**src/rtl/diff_accum_if.sv**
```systemverilog
// Bundle of the diff_accum control, sample and result signals.
// Handshake: start/sa_valid are sampled only on rising edges; done stays high until ack is seen in DONE.
interface diff_accum_if #(
    parameter int SUM_W = 16
);
    logic             start;
    logic [9:0]       sa;
    logic             sa_valid;
    logic             ack;
    logic [SUM_W-1:0] sum;
    logic [9:0]       peak;
    logic             ovf;
    logic             busy;
    logic             done;

    modport master (
        output start, sa, sa_valid, ack,
        input  sum, peak, ovf, busy, done
    );

    modport slave (
        input  start, sa, sa_valid, ack,
        output sum, peak, ovf, busy, done
    );
endinterface

```
**src/rtl/diff_accum.sv**
```systemverilog
// Windowed saturating accumulator of absolute-difference samples with done/ack result handshake.
// Optional peak tracking is enabled by defining DIFF_ACCUM_PEAK_EN.
module diff_accum #(
    parameter int NSAMP = 16,
    parameter int SUM_W = 16
) (
    input  logic        m_clock,
    input  logic        p_reset,
    diff_accum_if.slave bus,
    output logic [1:0]  dbg_state_o
);
    typedef enum logic [1:0] {
        S_IDLE  = 2'd0,
        S_ACCUM = 2'd1,
        S_DONE  = 2'd2
    } state_t;

    state_t           state_q, state_d;
    logic [SUM_W-1:0] sum_q, sum_d;
    logic             ovf_q, ovf_d;
    logic [7:0]       cnt_q, cnt_d;
    logic [SUM_W:0]   sum_ext;
    logic             clear_w;

    // Extra top bit catches an add that would pass the saturation ceiling.
    assign sum_ext = {1'b0, sum_q} + {{(SUM_W-9){1'b0}}, bus.sa};
    assign clear_w = bus.start && (state_q != S_DONE);

    always_comb begin
        state_d = state_q;
        sum_d   = sum_q;
        ovf_d   = ovf_q;
        cnt_d   = cnt_q;
        case (state_q)
            S_IDLE: begin
                if (bus.start) state_d = S_ACCUM;
            end
            S_ACCUM: begin
                if (!bus.start && bus.sa_valid) begin
                    cnt_d = cnt_q + 8'd1;
                    if (sum_ext[SUM_W]) begin
                        sum_d = '1;
                        ovf_d = 1'b1;
                    end else begin
                        sum_d = sum_ext[SUM_W-1:0];
                    end
                    if (cnt_q == 8'(NSAMP-1)) state_d = S_DONE;
                end
            end
            S_DONE: begin
                if (bus.ack) state_d = S_IDLE;
            end
            default: state_d = S_IDLE;
        endcase
        if (clear_w) begin
            sum_d = '0;
            ovf_d = 1'b0;
            cnt_d = 8'd0;
        end
    end

    always_ff @(posedge m_clock or posedge p_reset) begin
        if (p_reset) begin
            state_q <= S_IDLE;
            sum_q   <= '0;
            ovf_q   <= 1'b0;
            cnt_q   <= 8'd0;
        end else begin
            state_q <= state_d;
            sum_q   <= sum_d;
            ovf_q   <= ovf_d;
            cnt_q   <= cnt_d;
        end
    end

`ifdef DIFF_ACCUM_PEAK_EN
    logic [9:0] peak_q, peak_d;
    logic       accept_w;

    assign accept_w = (state_q == S_ACCUM) && !bus.start && bus.sa_valid;

    always_comb begin
        peak_d = peak_q;
        if (clear_w) peak_d = '0;
        else if (accept_w && (bus.sa > peak_q)) peak_d = bus.sa;
    end

    always_ff @(posedge m_clock or posedge p_reset) begin
        if (p_reset) peak_q <= '0;
        else         peak_q <= peak_d;
    end

    assign bus.peak = peak_q;
`else
    assign bus.peak = '0;
`endif

    assign bus.sum     = sum_q;
    assign bus.ovf     = ovf_q;
    assign bus.busy    = (state_q == S_ACCUM);
    assign bus.done    = (state_q == S_DONE);
    assign dbg_state_o = state_q;
endmodule

```
**src/flat_wrapper.sv**
```systemverilog
// flat-port wrapper written by rule: the top's interface ports become plain ports
module diff_accum_flat 
#(
    parameter int NSAMP = 16,
    parameter int SUM_W = 16
)
  (m_clock, p_reset, dbg_state_o, bus_start, bus_sa, bus_sa_valid, bus_ack, bus_sum, bus_peak, bus_ovf, bus_busy, bus_done);
  diff_accum_if #(.SUM_W(SUM_W)) bus_i ();
  input  logic m_clock;
  input  logic p_reset;
  output logic [1:0] dbg_state_o;
  input wire logic [$bits(bus_i.start)-1:0] bus_start;
  input wire logic [$bits(bus_i.sa)-1:0] bus_sa;
  input wire logic [$bits(bus_i.sa_valid)-1:0] bus_sa_valid;
  input wire logic [$bits(bus_i.ack)-1:0] bus_ack;
  output wire logic [$bits(bus_i.sum)-1:0] bus_sum;
  output wire logic [$bits(bus_i.peak)-1:0] bus_peak;
  output wire logic [$bits(bus_i.ovf)-1:0] bus_ovf;
  output wire logic [$bits(bus_i.busy)-1:0] bus_busy;
  output wire logic [$bits(bus_i.done)-1:0] bus_done;
  assign bus_i.start = bus_start;
  assign bus_i.sa = bus_sa;
  assign bus_i.sa_valid = bus_sa_valid;
  assign bus_i.ack = bus_ack;
  assign bus_sum = bus_i.sum;
  assign bus_peak = bus_i.peak;
  assign bus_ovf = bus_i.ovf;
  assign bus_busy = bus_i.busy;
  assign bus_done = bus_i.done;
  diff_accum #(.NSAMP(NSAMP), .SUM_W(SUM_W)) u_core (.m_clock(m_clock), .p_reset(p_reset), .bus(bus_i), .dbg_state_o(dbg_state_o));
endmodule
```
**config.mk**
```make
export PLATFORM = sky130hd
export DESIGN_NAME = diff_accum_flat
export DESIGN_NICKNAME = d
export VERILOG_FILES = /design/src/rtl/diff_accum_if.sv /design/src/rtl/diff_accum.sv /design/src/flat_wrapper.sv
export SDC_FILE = /design/constraint.sdc
export NUM_CORES = 1
export LEC_CHECK = 0
export BUFFER_PORTS_ARGS = -buffer_cell sky130_fd_sc_hd__buf_4
export CORE_MARGIN = 2
export CORE_UTILIZATION = 30
export CTS_BUF_LIST = sky130_fd_sc_hd__clkbuf_16
export DETAILED_ROUTE_END_ITERATION = 6
export GPL_TIMING_DRIVEN = 1
export PLACE_DENSITY = 0.62
export SYNTH_ARGS = -nofsm -noshare
export SYNTH_HDL_FRONTEND = slang
export SYNTH_SLANG_ARGS = --single-unit
```
**constraint.sdc**
```tcl
create_clock -name m_clock -period 2.4 [get_ports m_clock]
set_clock_uncertainty 0.1 [all_clocks]
set_input_delay 0.12 -clock m_clock [delete_from_list [all_inputs] [get_ports m_clock]]
set_output_delay 0.12 -clock m_clock [all_outputs]
set_load 0.02 [all_outputs]
```
# Yosys cells after proc, flatten, opt, wreduce, memory -nomap -nowiden
# Cells that the tools add are included.
[totals]
regBits = 27
input_bits = 15
out_inout_bits = 31
word_cells = 40
[classes]
n_eq_ne = 8
addsub = 2
n_reduce_logical = 10
muxes = 16
[op_table]
columns = ["operator", "n"]
rows = [
  ["2-to-1 mux 16 bit", 4],
  ["2-to-1 mux 8 bit", 3],
  ["adder 16 x 10 -> 17 bit", 1],
  ["adder 8 x 1 -> 8 bit (second input constant)", 1],
  ["== test 8 x 4 -> 1 bit (second input constant)", 1],
  ["2-to-1 mux 2 bit", 4],
  ["inequality test 2 bit (second input constant)", 3],
  ["one-hot mux 2 bit (3 select lines)", 1],
  ["nonzero test 2 bit", 3],
  ["2-to-1 mux 1 bit", 4],
  ["inequality test 2 x 1 -> 1 bit (second input constant)", 2],
  ["AND reduction 4 bit", 1],
  ["AND reduction 3 bit", 1],
  ["== test 2 x 1 -> 1 bit (second input constant)", 1],
  ["== test 2 bit (second input constant)", 1],
  ["logical AND 1 bit", 2],
  ["zero test 2 bit", 1],
  ["AND reduction 2 bit", 1],
  ["zero test 1 bit", 1],
]

# Depth between registers and ports, before layout
# Gate-level depths: netlist (run 1).
[depth]
depth_word = 5
depth_mapped = 9

# Least setup slack after synthesis (run 1)
# Ideal clock, no wire load.
[synth_path]
path_kind = "reg-to-reg"
start = "register u_core.sum_q[0] (netlist: u_core.bus.sum[0])"
end = "register u_core.sum_q[0] (netlist: u_core.bus.sum[0])"
period_less_slack_ps = 2595
setup_slack_ps = -195
path_buffers = 1
stages_incl_launch_ff = 10
t_arrival_ps = 2369
cell_sequence = "dfrtp_1 ha_1 fa_1 a21oi_1 o21ai_1 o32a_1 o21ai_4 nor3_2 buf_6 a221o_1"
[synth_via]
elab_chain_cells = 5
[synth_lines]
columns = ["element", "line", "source"]
rows = [
  ["start: declaration", "diff_accum.sv:19", "logic [SUM_W-1:0] sum_q, sum_d;"],
  ["start signal: assignment", "diff_accum.sv:70", "sum_q <= sum_d;"],
  ["adder 16 x 10 -> 17 bit", "diff_accum.sv:26", "assign sum_ext = {1'b0, sum_q} + {{(SUM_W-9){1'b0}}, bus.sa};"],
  ["2-to-1 mux 16 bit", "diff_accum.sv:41", "if (sum_ext[SUM_W]) begin"],
  ["2-to-1 mux 16 bit", "diff_accum.sv:39", "if (!bus.start && bus.sa_valid) begin"],
  ["2-to-1 mux 16 bit", "diff_accum.sv:34", "case (state_q)"],
  ["2-to-1 mux 16 bit", "diff_accum.sv:55", "if (clear_w) begin"],
]
# Every way passes these cells. The select of a mux whose other input is x is not followed.
# A chain may end at the register's enable or synchronous reset.

# Worst setup path in the final report (run 1)
[layout_path]
start = "register u_core.sum_q[0] (netlist: u_core.bus.sum[0])"
end = "register u_core.sum_q[1] (netlist: u_core.bus.sum[1])"
# The elaborated chain is that of the path after synthesis.

==> results of run 1 <==
[state kept, by name, summed over array words and instances (netlist names)]
name                cells
u_core.bus.ovf          1
u_core.bus.sum         16
u_core.cnt_q            8
u_core.dbg_state_o      2
[metal layers]
layer  track usage [%]  wire length (um)  up-vias
met2              22.0              2090       29
met4              2.54                25        0
met3              2.44               155        2
met5                 0                 0        -
li1                  -                 -      785
met1              19.1              2060      752
[cells by family (layout without fill, tap and decap cells)]
family	count (synthesis)	in the layout
AO/OA/AOI/OAI	50	50
XOR/XNOR	14	14
adder cells (fa/ha/maj)	12	12
buffers and inverters	21	69
flip-flops	27	27
multiplexers	1	1
other	1	10
AND/OR/NAND/NOR	57	58
[worst paths after layout]
kind                                  startpoint                     to  slack (ps)  cells after the start
min reg2reg                u_core.dbg_state_o[1]  u_core.dbg_state_o[0]         380                      1
max                            u_core.bus.sum[0]      u_core.bus.sum[1]         -40                      8
min                                    bus_start  u_core.dbg_state_o[0]          50                      3
max in group asynchronous                p_reset      u_core.bus.sum[0]        1560                      4
min in group asynchronous                p_reset        u_core.cnt_q[5]         380                      4
max reg2reg                    u_core.bus.sum[0]      u_core.bus.sum[1]         -40                      8
[placed cells by master, fill, tap and decap left out, types with 3 or more instances in the layout]
cell / instances
sky130_fd_sc_hd__buf_4: 57
sky130_fd_sc_hd__dfrtp_1: 26
sky130_fd_sc_hd__nor2_1: 17
sky130_fd_sc_hd__a221o_1: 10
sky130_fd_sc_hd__nand2_1: 10
sky130_fd_sc_hd__ha_1: 10
sky130_fd_sc_hd__conb_1: 10
sky130_fd_sc_hd__xor2_1: 8
sky130_fd_sc_hd__xnor2_1: 6
sky130_fd_sc_hd__nand4_1: 6
sky130_fd_sc_hd__a21o_1: 5
sky130_fd_sc_hd__nand3_1: 5
sky130_fd_sc_hd__inv_1: 5
sky130_fd_sc_hd__a21oi_1: 5
sky130_fd_sc_hd__nand2b_1: 3
sky130_fd_sc_hd__nor3_1: 3
sky130_fd_sc_hd__clkbuf_16: 3
[critical path, delay by kind of cell (launching register included)]
kind	cells	cell delay (ps)
AND/OR/NAND/NOR	1	130
AO/OA/AOI/OAI	5	1170
flip-flops	1	430
adder cells (fa/ha/maj)	2	520
[where the power goes]
group / internal [uW] / switching, uW
combinational: 304 / 322
sequential: 494 / 42.9
clock: 226 / 156
total: 1020 / 521
[layout make-up]
class	instances	share of cell area, %
multi-input cells	145	45.5
flip-flops and latches	27	27.9
repair buffers	59	18.4
well taps	75	3.86
clock buffers	3	3.09
inverters	6	0.927
clock inverters	1	0.309
[what timing repair did]
item,4_1_cts,5_1_grt
pin swaps,0,0
gates cloned,1,0
buffers inserted,2,3
hold buffers,2,0
resized for setup,3,9
endpoints found under the hold margin,28,0
setup endpoints to repair,12,16
[through the flow]
step	hold WS (ps)	instance area (um^2)	setup WS (ps)	power, uW	utilization (%)
after floorplan	72.6	1840	-37.7	922	-
after global placement	116	2220	-7.57	1130	38.1
after detailed placement	108	2220	-53.6	1130	38.1
after CTS	51.0	2360	-39.5	1530	40.6
after global routing	60.5	2430	-124	1640	41.8
final	46.4	2430	-44.1	1550	41.8
==> results.md, run 1 <==
- The netlist area before placement is 1780 um^2.
- The checks that failed: setup timing.
- The portion of netlist area occupied by mux cells is 0.562%.
- The combinational family with the most area after synthesis is compound AO/OA/AOI/OAI gates.
- The number of nets with antenna violations after detailed routing is 0.
- The leakage dissipation is 0.00118 uW.
- The class of the tightest hold or removal check is in -> reg.
- The cell sitting at the root of the clock tree is a sky130_fd_sc_hd__clkbuf_16.
- The number of endpoints with negative hold slack in the final report is 0.
- The count of port buffers added during placement is 35.
- The total inserted antenna cells is 0.
- The area share of and/or/nand/nor cells after synthesis is 16.2%.
- Max-cap violations in this run came to 0.
- The master of the slowest instance on the critical path is sky130_fd_sc_hd__dfrtp_2.
- At the pin with the least slew margin, the transition time is 580 ps.
- The post-synthesis register bit count is 27.
- The startpoint class of the critical path is a flop.
- After detailed routing, the average wire length per cell comes to 13.7 um.
- The highest achievable clock rate is 409 MHz.
- The final-report setup violation count is 11.
- Adding up every negative setup slack in the final design gives -340 ps.
- In the synthesized netlist the dominant register cell turns out to be sky130_fd_sc_hd__dfrtp_1.
- The number of antenna violations at the first check in global routing is 0.
- IR analysis of the VDD net gives a maximum drop of 0.000369 V.
- The final clock period utilization by the worst path is 102%.
- The largest single stage delay on the critical path is 430 ps.
- The number of remaining DRC errors is 0.
- The synthesized netlist devotes 22.4% of its cell area to compound gates.
- The floorplan has 28 rows.
- The number of fill cells in the layout is 597.
- The insertion delay to the later sink of the worst-skew pair is 260 ps.
- The via count of the first global-routing pass is 1478.
- The sequential cells in the finished layout cover a total of 677 um^2.
- The number of nets in the layout is 269.
- By area the synthesized netlist is led by sky130_fd_sc_hd__dfrtp_1 38%, sky130_fd_sc_hd__ha_1 7.7%, sky130_fd_sc_hd__a221o_1 5.6%.
- Sequential elements use 37.9% of the synthesized area.
- Counting along the longest clock path gives a buffer depth of 2.
- TritonCTS built the clock tree.
- From left edge to right edge, the die measures 81.1 um.
- The clock buffer count from CTS is 3.
- By count the netlist is led by 27 x sky130_fd_sc_hd__dfrtp_1, 18 x sky130_fd_sc_hd__nor2_1, 11 x sky130_fd_sc_hd__ha_1.
- Summed over its instances, the top area cell type makes up 37.9% of the synthesized netlist area.
- The total via count in the routed design is 1568.
- The number of standard cells in the final layout excluding fillers is 316.
- Summed over all layers, the global routing overflow is 0.
- Summing the areas of all xor and xnor instances in the mapped netlist gives 6.88% of the synthesized area.
- Entering global routing, the biggest net connects 28 pins.
- The distinct cell type count after synthesis is 50.
- The last weighted congestion value of the routability-driven placer is 0.819.
- The adder-cell share of the synthesized area is 8.85%.
- The largest area contributor in the netlist is sky130_fd_sc_hd__dfrtp_1.
- Before antenna repair, the detailed router went through 4 iterations.
- The max-slew headroom at the worst pin is 61.3%.
- In the routed layout, each cell is associated on average with a via count of 4.96.
- The clock slew seen by the registers of the worst setup and hold paths is 70 ps.
- The floorplan die area is 6570 um^2.
- The data arrival time at the worst-slack endpoint is 2490 ps.
- STA classifies the critical path endpoint as a flop.
- The post-synthesis async set-or-reset flop share is 100%.
- For this run, the number of Yosys warnings is 0.
- In the final layout, the multi-input gates occupy 1100 um^2.
- The share of layout cells above drive strength 1 is 32.0%.
- Clock tree synthesis found a total of 27 sinks.
- Measured along the y axis, the die boundary spans 81.1 um.
- The final wirelength is 4330 um.
- The setup path with the least slack is of type reg -> reg.
- The placed wire-length estimate after detailed placement is 3170 um.
- The placed cell count is 304.
- The flow ran to the end, but the final reports show violations.
- The H-tree depth is 1.
- The number of top-level pins is 46.
- The core area is 5820 um^2.
- The signal on the critical path passes through ha_4 -> fa_2 -> a21oi_2 -> o21ai_2 -> o32a_1 -> o21ai_4 -> nor3_2 -> a221o_1.
- The required time of the worst setup path is 2440 ps.
- After the first detailed-routing iteration, the DRC count stood at 69.
- The global-route total usage across every layer is 13.6%.
- The power density over the cells is 636 nW/um^2.
- The count of flip-flops with a built-in enable after synthesis is 0.
- The number of instances in the synthesized netlist is 183.
- Setup repair after global routing could not meet its margin everywhere.
- The maximum fanout encountered on the critical timing path is 6.
- Counting I/O delays and the setup requirement, the final critical path takes 2440 ps.
- The first global-routing pass estimated 7000 um of wire.
- The area growth from synthesis to layout is 36.3%.
- Setup slack on the critical path of the routed design comes to -44.1 ps.
- The initial utilization of the core area, before any placement, comes to 30.6%.
- The final max-slew violation count came to 0.
- Yosys instantiated no cell more often than sky130_fd_sc_hd__dfrtp_1.
- The synthesized area divided by synthesized cell count is 9.74 um^2.
No activity file was read; power rests on OpenSTA's default activity.
==> run 2: changes to the inputs <==
--- a/config.mk
+++ b/config.mk
@@ -6,9 +6,11 @@
 export NUM_CORES = 1
 export LEC_CHECK = 0
 export BUFFER_PORTS_ARGS = -buffer_cell sky130_fd_sc_hd__buf_4
+export CORE_ASPECT_RATIO = 1.5
 export CORE_MARGIN = 2
 export CORE_UTILIZATION = 30
 export CTS_BUF_LIST = sky130_fd_sc_hd__clkbuf_16
+export CTS_CLUSTER_DIAMETER = 50
 export DETAILED_ROUTE_END_ITERATION = 6
 export GPL_TIMING_DRIVEN = 1
 export PLACE_DENSITY = 0.62
==> constraint.sdc (replaced) <==
create_clock -name m_clock -period 2.4 [get_ports m_clock]
set_clock_uncertainty 0.1 [all_clocks]
set_input_delay 0.48 -clock m_clock [delete_from_list [all_inputs] [get_ports m_clock]]
set_output_delay 0.48 -clock m_clock [all_outputs]
set_load 0.02 [all_outputs]
==> run 2 against run 1 <==
Net effect: the run now ends clean; wire length rose by 1.3%; first-iteration DRC count fell by 2.9%; final cell count rose by 1.6%; fmax rose by 2.0%; via count rose by 1.9%; sequential share of layout area fell by 0.21 points.
==> results.md, run 2 (synthesis gave the netlist of run 1 again) <==
- The core occupancy in the finished layout is 42.3% (was 41.8%).
- The final wirelength was 4390 um (was 4330 um).
- The number of DRC markers after the initial detailed-route iteration is 67 (was 69).
- The via density per instance came to 4.98 (was 4.96).
- The last weighted congestion value of the routability-driven placer is 0.805 (was 0.819).
- The required time of the worst setup path is 2480 ps (was 2440 ps).
- The number of clock sinks was 27 (unchanged).
- The number of nets in the layout is 277 (was 269).
- The aggregate global routing overflow is 0 (unchanged).
- The clock buffer count from CTS was 3 (unchanged).
- The flip-flop count of the largest register after layout came to 16 (unchanged).
- The final clock period utilization by the worst path came to 99.8% (was 102%).
- The core area is 5790 um^2 (was 5820 um^2).
- The final critical path time including I/O delays and setup is 2400 ps (was 2440 ps).
- The endpoint of the worst-slack reg-to-reg timing path is u_core.bus.sum[12] (was u_core.bus.sum[1]).
- The number of nets with antenna violations after detailed routing is 0 (unchanged).
- The max-cap violation count is 0 (unchanged).
- The final max-slew violation count is 0 (unchanged).
- The maximum cell stage delay along the critical path came to 430 ps (about the same).
- The startpoint class of the critical path is a flop (unchanged).
- The clock slew seen by the registers of the worst setup and hold paths came to 70 ps (about the same).
- The maximum number of pins on one net before global-route repair is 20 (was 28).
- The placed cell count is 315 (was 304).
- The global-route wire length before repair is 7470 um (was 7000 um).
- The area overhead of the layout relative to synthesis is 37.4% (was 36.3%).
- The total inserted antenna cells is 0 (unchanged).
- The power density over the cells was 643 nW/um^2 (was 636 nW/um^2).
- The root buffer cell is sky130_fd_sc_hd__clkbuf_16 (unchanged).
- The hold-fix buffer count after cts was 0 (was 2).
- The insertion delay to the later sink of the worst-skew pair is 260 ps (about the same).
- The buffer depth of the longest clock path is 2 (unchanged).
- The number of remaining DRC errors is 0 (unchanged).
- The startpoint-to-endpoint class of the critical path was reg -> reg (unchanged).
- The highest achievable clock rate is 417 MHz (was 409 MHz).
- Most used cells in the layout excluding fill and tap cells: 68 x sky130_fd_sc_hd__buf_4, 26 x sky130_fd_sc_hd__dfrtp_1, 18 x sky130_fd_sc_hd__nor2_1 (was 57 x sky130_fd_sc_hd__buf_4, 26 x sky130_fd_sc_hd__dfrtp_1, 17 x sky130_fd_sc_hd__nor2_1).
- The maximum fanout encountered on the critical timing path is 2 (was 6).
- Cells along the critical path: ha_4 -> fa_2 -> a21oi_2 -> o21ai_2 -> o32a_1 -> buf_4 -> or2_4 -> a311oi_2 (was ha_4 -> fa_2 -> a21oi_2 -> o21ai_2 -> o32a_1 -> o21ai_4 -> nor3_2 -> a221o_1).
- The H-tree depth came to 1 (unchanged).
- The total design power is 1570 uW (was 1550 uW).
- The multi-input combinational cell area is 1070 um^2 (was 1100 um^2).
- The global-route total usage across every layer is 14.6% (was 13.6%).
- The master of the slowest instance on the critical path is sky130_fd_sc_hd__dfrtp_2 (unchanged).
- The worst setup slack after layout is 3.63 ps (was -44.1 ps).
- The worst voltage drop across the vdd grid is 0.000263 V (was 0.000369 V).
- The number of top-level pins is 46 (unchanged).
- The clock tree from TritonCTS is yes (unchanged).
- The startpoint of the worst-slack reg-to-reg timing path is u_core.bus.sum[0] (unchanged).
- The via count of the first global-routing pass was 1652 (was 1478).
- The per-cell routed wire length is 13.7 um (about the same).
- The final-report setup violation count is 0 (was 11).
- The die extent in y is 98.4 um (was 81.1 um).
- The number of standard cells in the final layout excluding fillers is 321 (was 316).
- Result of the run: completed (was finished with violations).
- The floorplan die area came to 6580 um^2 (was 6570 um^2).
- The sequential cell area is 677 um^2 (unchanged).
- The placed wire-length estimate after detailed placement is 3520 um (was 3170 um).
- The minimum setup slack among reg-to-reg paths came to 4 ps (was -40 ps).
- The initial standard-cell utilization of the core is 30.8% (was 30.6%).
- The number of fill cells in the layout is 601 (was 597).
- The class of the tightest hold or removal check is in -> async (was in -> reg).
- The most frequent standard cell in the layout excluding fill and tap cells is sky130_fd_sc_hd__buf_4 (unchanged).
- The setup slack at placement is -225 ps (was -53.6 ps).
- The share of layout cells above drive strength 1 came to 34.1% (was 32.0%).
- The endpoint type of the worst setup path is a flop (unchanged).
- The leakage dissipation came to 0.00123 uW (was 0.00118 uW).
- The x dimension of the die is 66.9 um (was 81.1 um).
- The number of endpoints with negative hold slack in the final report is 0 (unchanged).
- Setup repair after global routing missed its margin: true (unchanged).
- The slew at the pin closest to its max-slew limit is 709 ps (was 580 ps).
- The number of iterations in the first detailed-routing pass was 4 (unchanged).
- The count of port buffers added during placement came to 35 (unchanged).
- The number of rows in the core area is 34 (was 28).
- The data arrival time at the worst-slack endpoint is 2470 ps (was 2490 ps).
- The max-slew headroom at the worst pin came to 52.7% (was 61.3%).
- The number of antenna violations at the first check in global routing is 0 (unchanged).
- The total via count in the routed design is 1598 (was 1568).
- The depth of the worst register-to-register path is 8 (unchanged).
## run 2: layout make-up
cell class	instances	area share (%)
inverter	6	0.920
multi-input combinational	144	43.7
clock inverter	1	0.153
sequential	27	27.7
timing repair buffer	68	20.9
tap	72	3.68
clock buffer	3	3.07
## run 2: worst max-delay path by stage
stage,start,endpoint,slack [ps]
2_1_floorplan,u_core.bus.sum[0],u_core.bus.sum[0],-40
3_3_place_gp,bus_sa[6],u_core.bus.sum[0],-200
3_5_place_dp,bus_sa[0],u_core.bus.sum[1],-220
4_1_cts,u_core.bus.sum[0],u_core.bus.sum[1],0.6
5_1_grt,u_core.bus.sum[0],u_core.bus.sum[7],-70
6_report,u_core.bus.sum[0],u_core.bus.sum[12],4
## run 2: stage by stage
step	hold WS (ps)	TNS, ps	instance area (um^2)
6_report	230	0	2450
3_5_place_dp	370	-2890	2320
5_1_grt	306	-809	2450
3_3_place_gp	365	-2610	2320
2_1_floorplan	405	-329	1840
4_1_cts	272	0	2420
## run 2: critical path: cells and delay by family, from the launching register on
kind / cells / cell delay, ps
AND/OR/NAND/NOR: 1 / 230
flip-flops: 1 / 430
AO/OA/AOI/OAI: 4 / 860
buffers and inverters: 1 / 160
adder cells (fa/ha/maj): 2 / 520
## run 2: timing repair
| action | 4_1_cts | 5_1_grt |
|---|---|---|
| endpoints found under the hold margin | 0 | 0 |
| gates resized for setup | 2 | 6 |
| pin swaps | 0 | 4 |
| setup endpoints to repair | 12 | 15 |
| setup buffers | 1 | 1 |
## run 2: where the power goes
part           switching (uW)  internal [uW]
clock network             157            223
registers                42.7            494
logic                     320            337
## run 2: per-layer routing
layer  share of wire [%]  routed length, um  global-route usage [%]
met2                  52               2300                    25.8
met1                  42               1830                    16.9
met5                   0                  0                       0
met3                 4.1                179                    2.42
met4                 1.7                 73                    6.28
==> run 3: changes to the inputs <==
--- a/config.mk
+++ b/config.mk
@@ -5,15 +5,15 @@
 export SDC_FILE = /design/constraint.sdc
 export NUM_CORES = 1
 export LEC_CHECK = 0
-export BUFFER_PORTS_ARGS = -buffer_cell sky130_fd_sc_hd__buf_4
 export CORE_ASPECT_RATIO = 1.5
 export CORE_MARGIN = 2
 export CORE_UTILIZATION = 30
 export CTS_BUF_LIST = sky130_fd_sc_hd__clkbuf_16
 export CTS_CLUSTER_DIAMETER = 50
 export DETAILED_ROUTE_END_ITERATION = 6
+export DONT_BUFFER_PORTS = 1
 export GPL_TIMING_DRIVEN = 1
-export PLACE_DENSITY = 0.62
+export PLACE_DENSITY = 0.55
 export SYNTH_ARGS = -nofsm -noshare
 export SYNTH_HDL_FRONTEND = slang
 export SYNTH_SLANG_ARGS = --single-unit
==> run 3 against run 2 <==
Net effect: the flow now finishes with violations (setup timing); final cell count decreased by 8.7%; clock power increased by 3%; hold slack got worse by 98 ps; critical path depth increased by 1; largest cell class unchanged; largest power group unchanged.
==> results.md, run 3 (synthesis gave the netlist of run 1 again) <==
- The fraction of power consumed by combinational cells is 41.3% (was 41.7%).
- The per-cell routed wire length is 15.5 um (was 13.7 um).
- Setup repair after global routing missed its margin: true (unchanged).
- The clock buffer count from CTS was 3 (unchanged).
- The clock tree from TritonCTS was yes (unchanged).
- The placed cell count is 285 (was 315).
- The relative contribution of sequential cells to total power was 33.7% (was 34.1%).
- The highest achievable clock rate is 415 MHz (was 417 MHz).
- The internal power component was 1040 uW (was 1050 uW).
- The total via count in the routed design came to 1562 (was 1598).
- The data arrival time at the worst-slack endpoint is 2430 ps (was 2470 ps).
- The global-route wire length before repair is 7540 um (was 7470 um).
- The hold-fix buffer count after cts is 0 (unchanged).
- The power density over the cells came to 693 nW/um^2 (was 643 nW/um^2).
- The final critical path time including I/O delays and setup is 2410 ps (was 2400 ps).
- The final wirelength is 4550 um (was 4390 um).
- The maximum number of pins on one net before global-route repair is 20 (unchanged).
- Result of the run: finished with violations (was completed).
- The aggregate global routing overflow is 0 (unchanged).
- The most frequent standard cell in the layout excluding fill and tap cells is sky130_fd_sc_hd__buf_4 (unchanged).
- The startpoint-to-endpoint class of the critical path is reg -> reg (unchanged).
- The via density per instance is 5.33 (was 4.98).
- The buffer depth of the longest clock path is 2 (unchanged).
- The number of standard cells in the final layout excluding fillers is 293 (was 321).
- The H-tree depth came to 1 (unchanged).
- The area overhead of the layout relative to synthesis is 27.4% (was 37.4%).
- The placed standard-cell area was 2090 um^2 (was 2320 um^2).
- The smallest hold slack came to 132 ps (was 230 ps).
- The final-report setup violation count was 3 (was 0).
- The number of endpoints with negative hold slack in the final report is 0 (unchanged).
- The switching part of the total came to 34.2% (was 33.0%).
- The leakage dissipation is 0.00109 uW (was 0.00123 uW).
- The x dimension of the die is 66.9 um (unchanged).
- The setup slack at placement is -177 ps (was -225 ps).
- The slew at the pin closest to its max-slew limit came to 958 ps (was 709 ps).
- The number of nets in the layout is 249 (was 277).
- The max-cap violation count came to 0 (unchanged).
- The number of clock sinks is 27 (unchanged).
- The clock slew seen by the registers of the worst setup and hold paths is 70 ps (about the same).
- The floorplan die area is 6580 um^2 (unchanged).
- Most used cells in the layout excluding fill and tap cells: 40 x sky130_fd_sc_hd__buf_4, 26 x sky130_fd_sc_hd__dfrtp_1, 18 x sky130_fd_sc_hd__nor2_1 (was 68 x sky130_fd_sc_hd__buf_4, 26 x sky130_fd_sc_hd__dfrtp_1, 18 x sky130_fd_sc_hd__nor2_1).
- The share of layout cells above drive strength 1 came to 26.7% (was 34.1%).
- The insertion delay to the later sink of the worst-skew pair is 260 ps (about the same).
- The maximum fanout encountered on the critical timing path was 2 (unchanged).
- The required time of the worst setup path is 2420 ps (was 2480 ps).
- The global-route total usage across every layer is 14.7% (was 14.6%).
- The root buffer cell is sky130_fd_sc_hd__clkbuf_16 (unchanged).
- The worst setup slack after layout was -7.72 ps (was 3.63 ps).
- The minimum setup slack among reg-to-reg paths is -8 ps (was 4 ps).
- The number of fill cells in the layout is 590 (was 601).
- The number of top-level pins was 46 (unchanged).
- The final max-slew violation count is 0 (unchanged).
- The checks that failed: setup timing.
- The number of rows in the core area is 34 (unchanged).
- The max-slew headroom at the worst pin is 35.9% (was 52.7%).
- The die extent in y is 98.4 um (unchanged).
- The number of antenna violations at the first check in global routing was 0 (unchanged).
- The number of iterations in the first detailed-routing pass is 4 (unchanged).
- The class of the tightest hold or removal check is in -> async (unchanged).
- The startpoint class of the critical path is a flop (unchanged).
- The flip-flop count of the largest register after layout was 16 (unchanged).
- The core area is 5790 um^2 (unchanged).
- The number of nets with antenna violations after detailed routing is 0 (unchanged).
- The via count of the first global-routing pass is 1622 (was 1652).
- The initial standard-cell utilization of the core is 30.8% (unchanged).
- The endpoint type of the worst setup path is a flop (unchanged).
- The worst voltage drop across the vdd grid was 0.000363 V (was 0.000263 V).
- The last weighted congestion value of the routability-driven placer was 0.755 (was 0.805).
- The number of remaining DRC errors was 0 (unchanged).
- The total design power is 1570 uW (about the same).
- The placed wire-length estimate after detailed placement is 3510 um (was 3520 um).
- The proportion of power drawn by the clock network came to 25.0% (was 24.1%).
- The power dissipated by switching net loads came to 537 uW (was 519 uW).
- The final clock period utilization by the worst path is 100% (was 99.8%).
- The final standard cell area without fillers is 2270 um^2 (was 2450 um^2).
- The count of port buffers added during placement came to 0 (was 35).
- The number of DRC markers after the initial detailed-route iteration came to 50 (was 67).
- The total inserted antenna cells is 0 (unchanged).
[run 3: cell count changes in the layout (fill, tap and decap cells not counted), sizes merged]
cell | before | now
buf | 68 | 40
[run 3: path summary, 6_finish.rpt]
kind,endpoint,from,depth (start not counted)
max,u_core.bus.sum[12],u_core.bus.sum[0],9
min,u_core.cnt_q[4],p_reset,1
max reg2reg,u_core.bus.sum[12],u_core.bus.sum[0],9
min reg2reg,u_core.cnt_q[7],u_core.cnt_q[7],2
max in group asynchronous,u_core.dbg_state_o[0],p_reset,2
min in group m_clock,u_core.dbg_state_o[1],bus_ack,1
[run 3: routing by layer]
layer	routed length, um	global-route usage, %	up-vias
met4	153	6.91	0
met2	2390	25.8	68
met1	1740	17.0	739
met3	270	1.96	12
met5	0	0	-
li1	-	-	743
[run 3: worst max-delay path, stage by stage (launching register included)]
cell,delay (ps)
sky130_fd_sc_hd__dfrtp_2,430
sky130_fd_sc_hd__ha_4,170
sky130_fd_sc_hd__fa_2,370
sky130_fd_sc_hd__a21oi_4,170
sky130_fd_sc_hd__o21ai_2,100
sky130_fd_sc_hd__o32a_1,340
sky130_fd_sc_hd__buf_4,160
sky130_fd_sc_hd__or2_4,240
sky130_fd_sc_hd__a21oi_2,140
sky130_fd_sc_hd__a311oi_2,60
[run 3: cell type report]
| cell class | count | area [um^2] | share of cell area [%] |
|---|---|---|---|
| inverter | 6 | 22.5 | 0.992 |
| clock buffer | 3 | 75.1 | 3.31 |
| timing repair buffer | 40 | 300 | 13.2 |
| multi-input combinational | 144 | 1100 | 48.3 |
| sequential | 27 | 677 | 29.8 |
| clock inverter | 1 | 8.76 | 0.386 |
| tap | 72 | 90.1 | 3.97 |
[run 3: per-stage QoR]
stage	TNS, ps	utilization [%]
global placement	-1520	36.2
CTS	-858	38.5
finish	-13.3	39.2
global route	-1020	39.2
detailed placement	-2070	36.2
floorplan	-329	-
[run 3: power by group through the flow]
stage | registers [uW] | logic, uW | clock network, uW
6_report | 531 | 649 | 393
4_1_cts | 530 | 613 | 402
5_1_grt | 538 | 704 | 428
3_3_place_gp | 540 | 589 | 0
3_5_place_dp | 537 | 598 | 0
2_1_floorplan | 580 | 342 | 0
[run 3: what timing repair did]
action	CTS	global route
pin swaps	5	7
buffers inserted	4	0
resized for setup	3	9
setup endpoints to repair	14	17
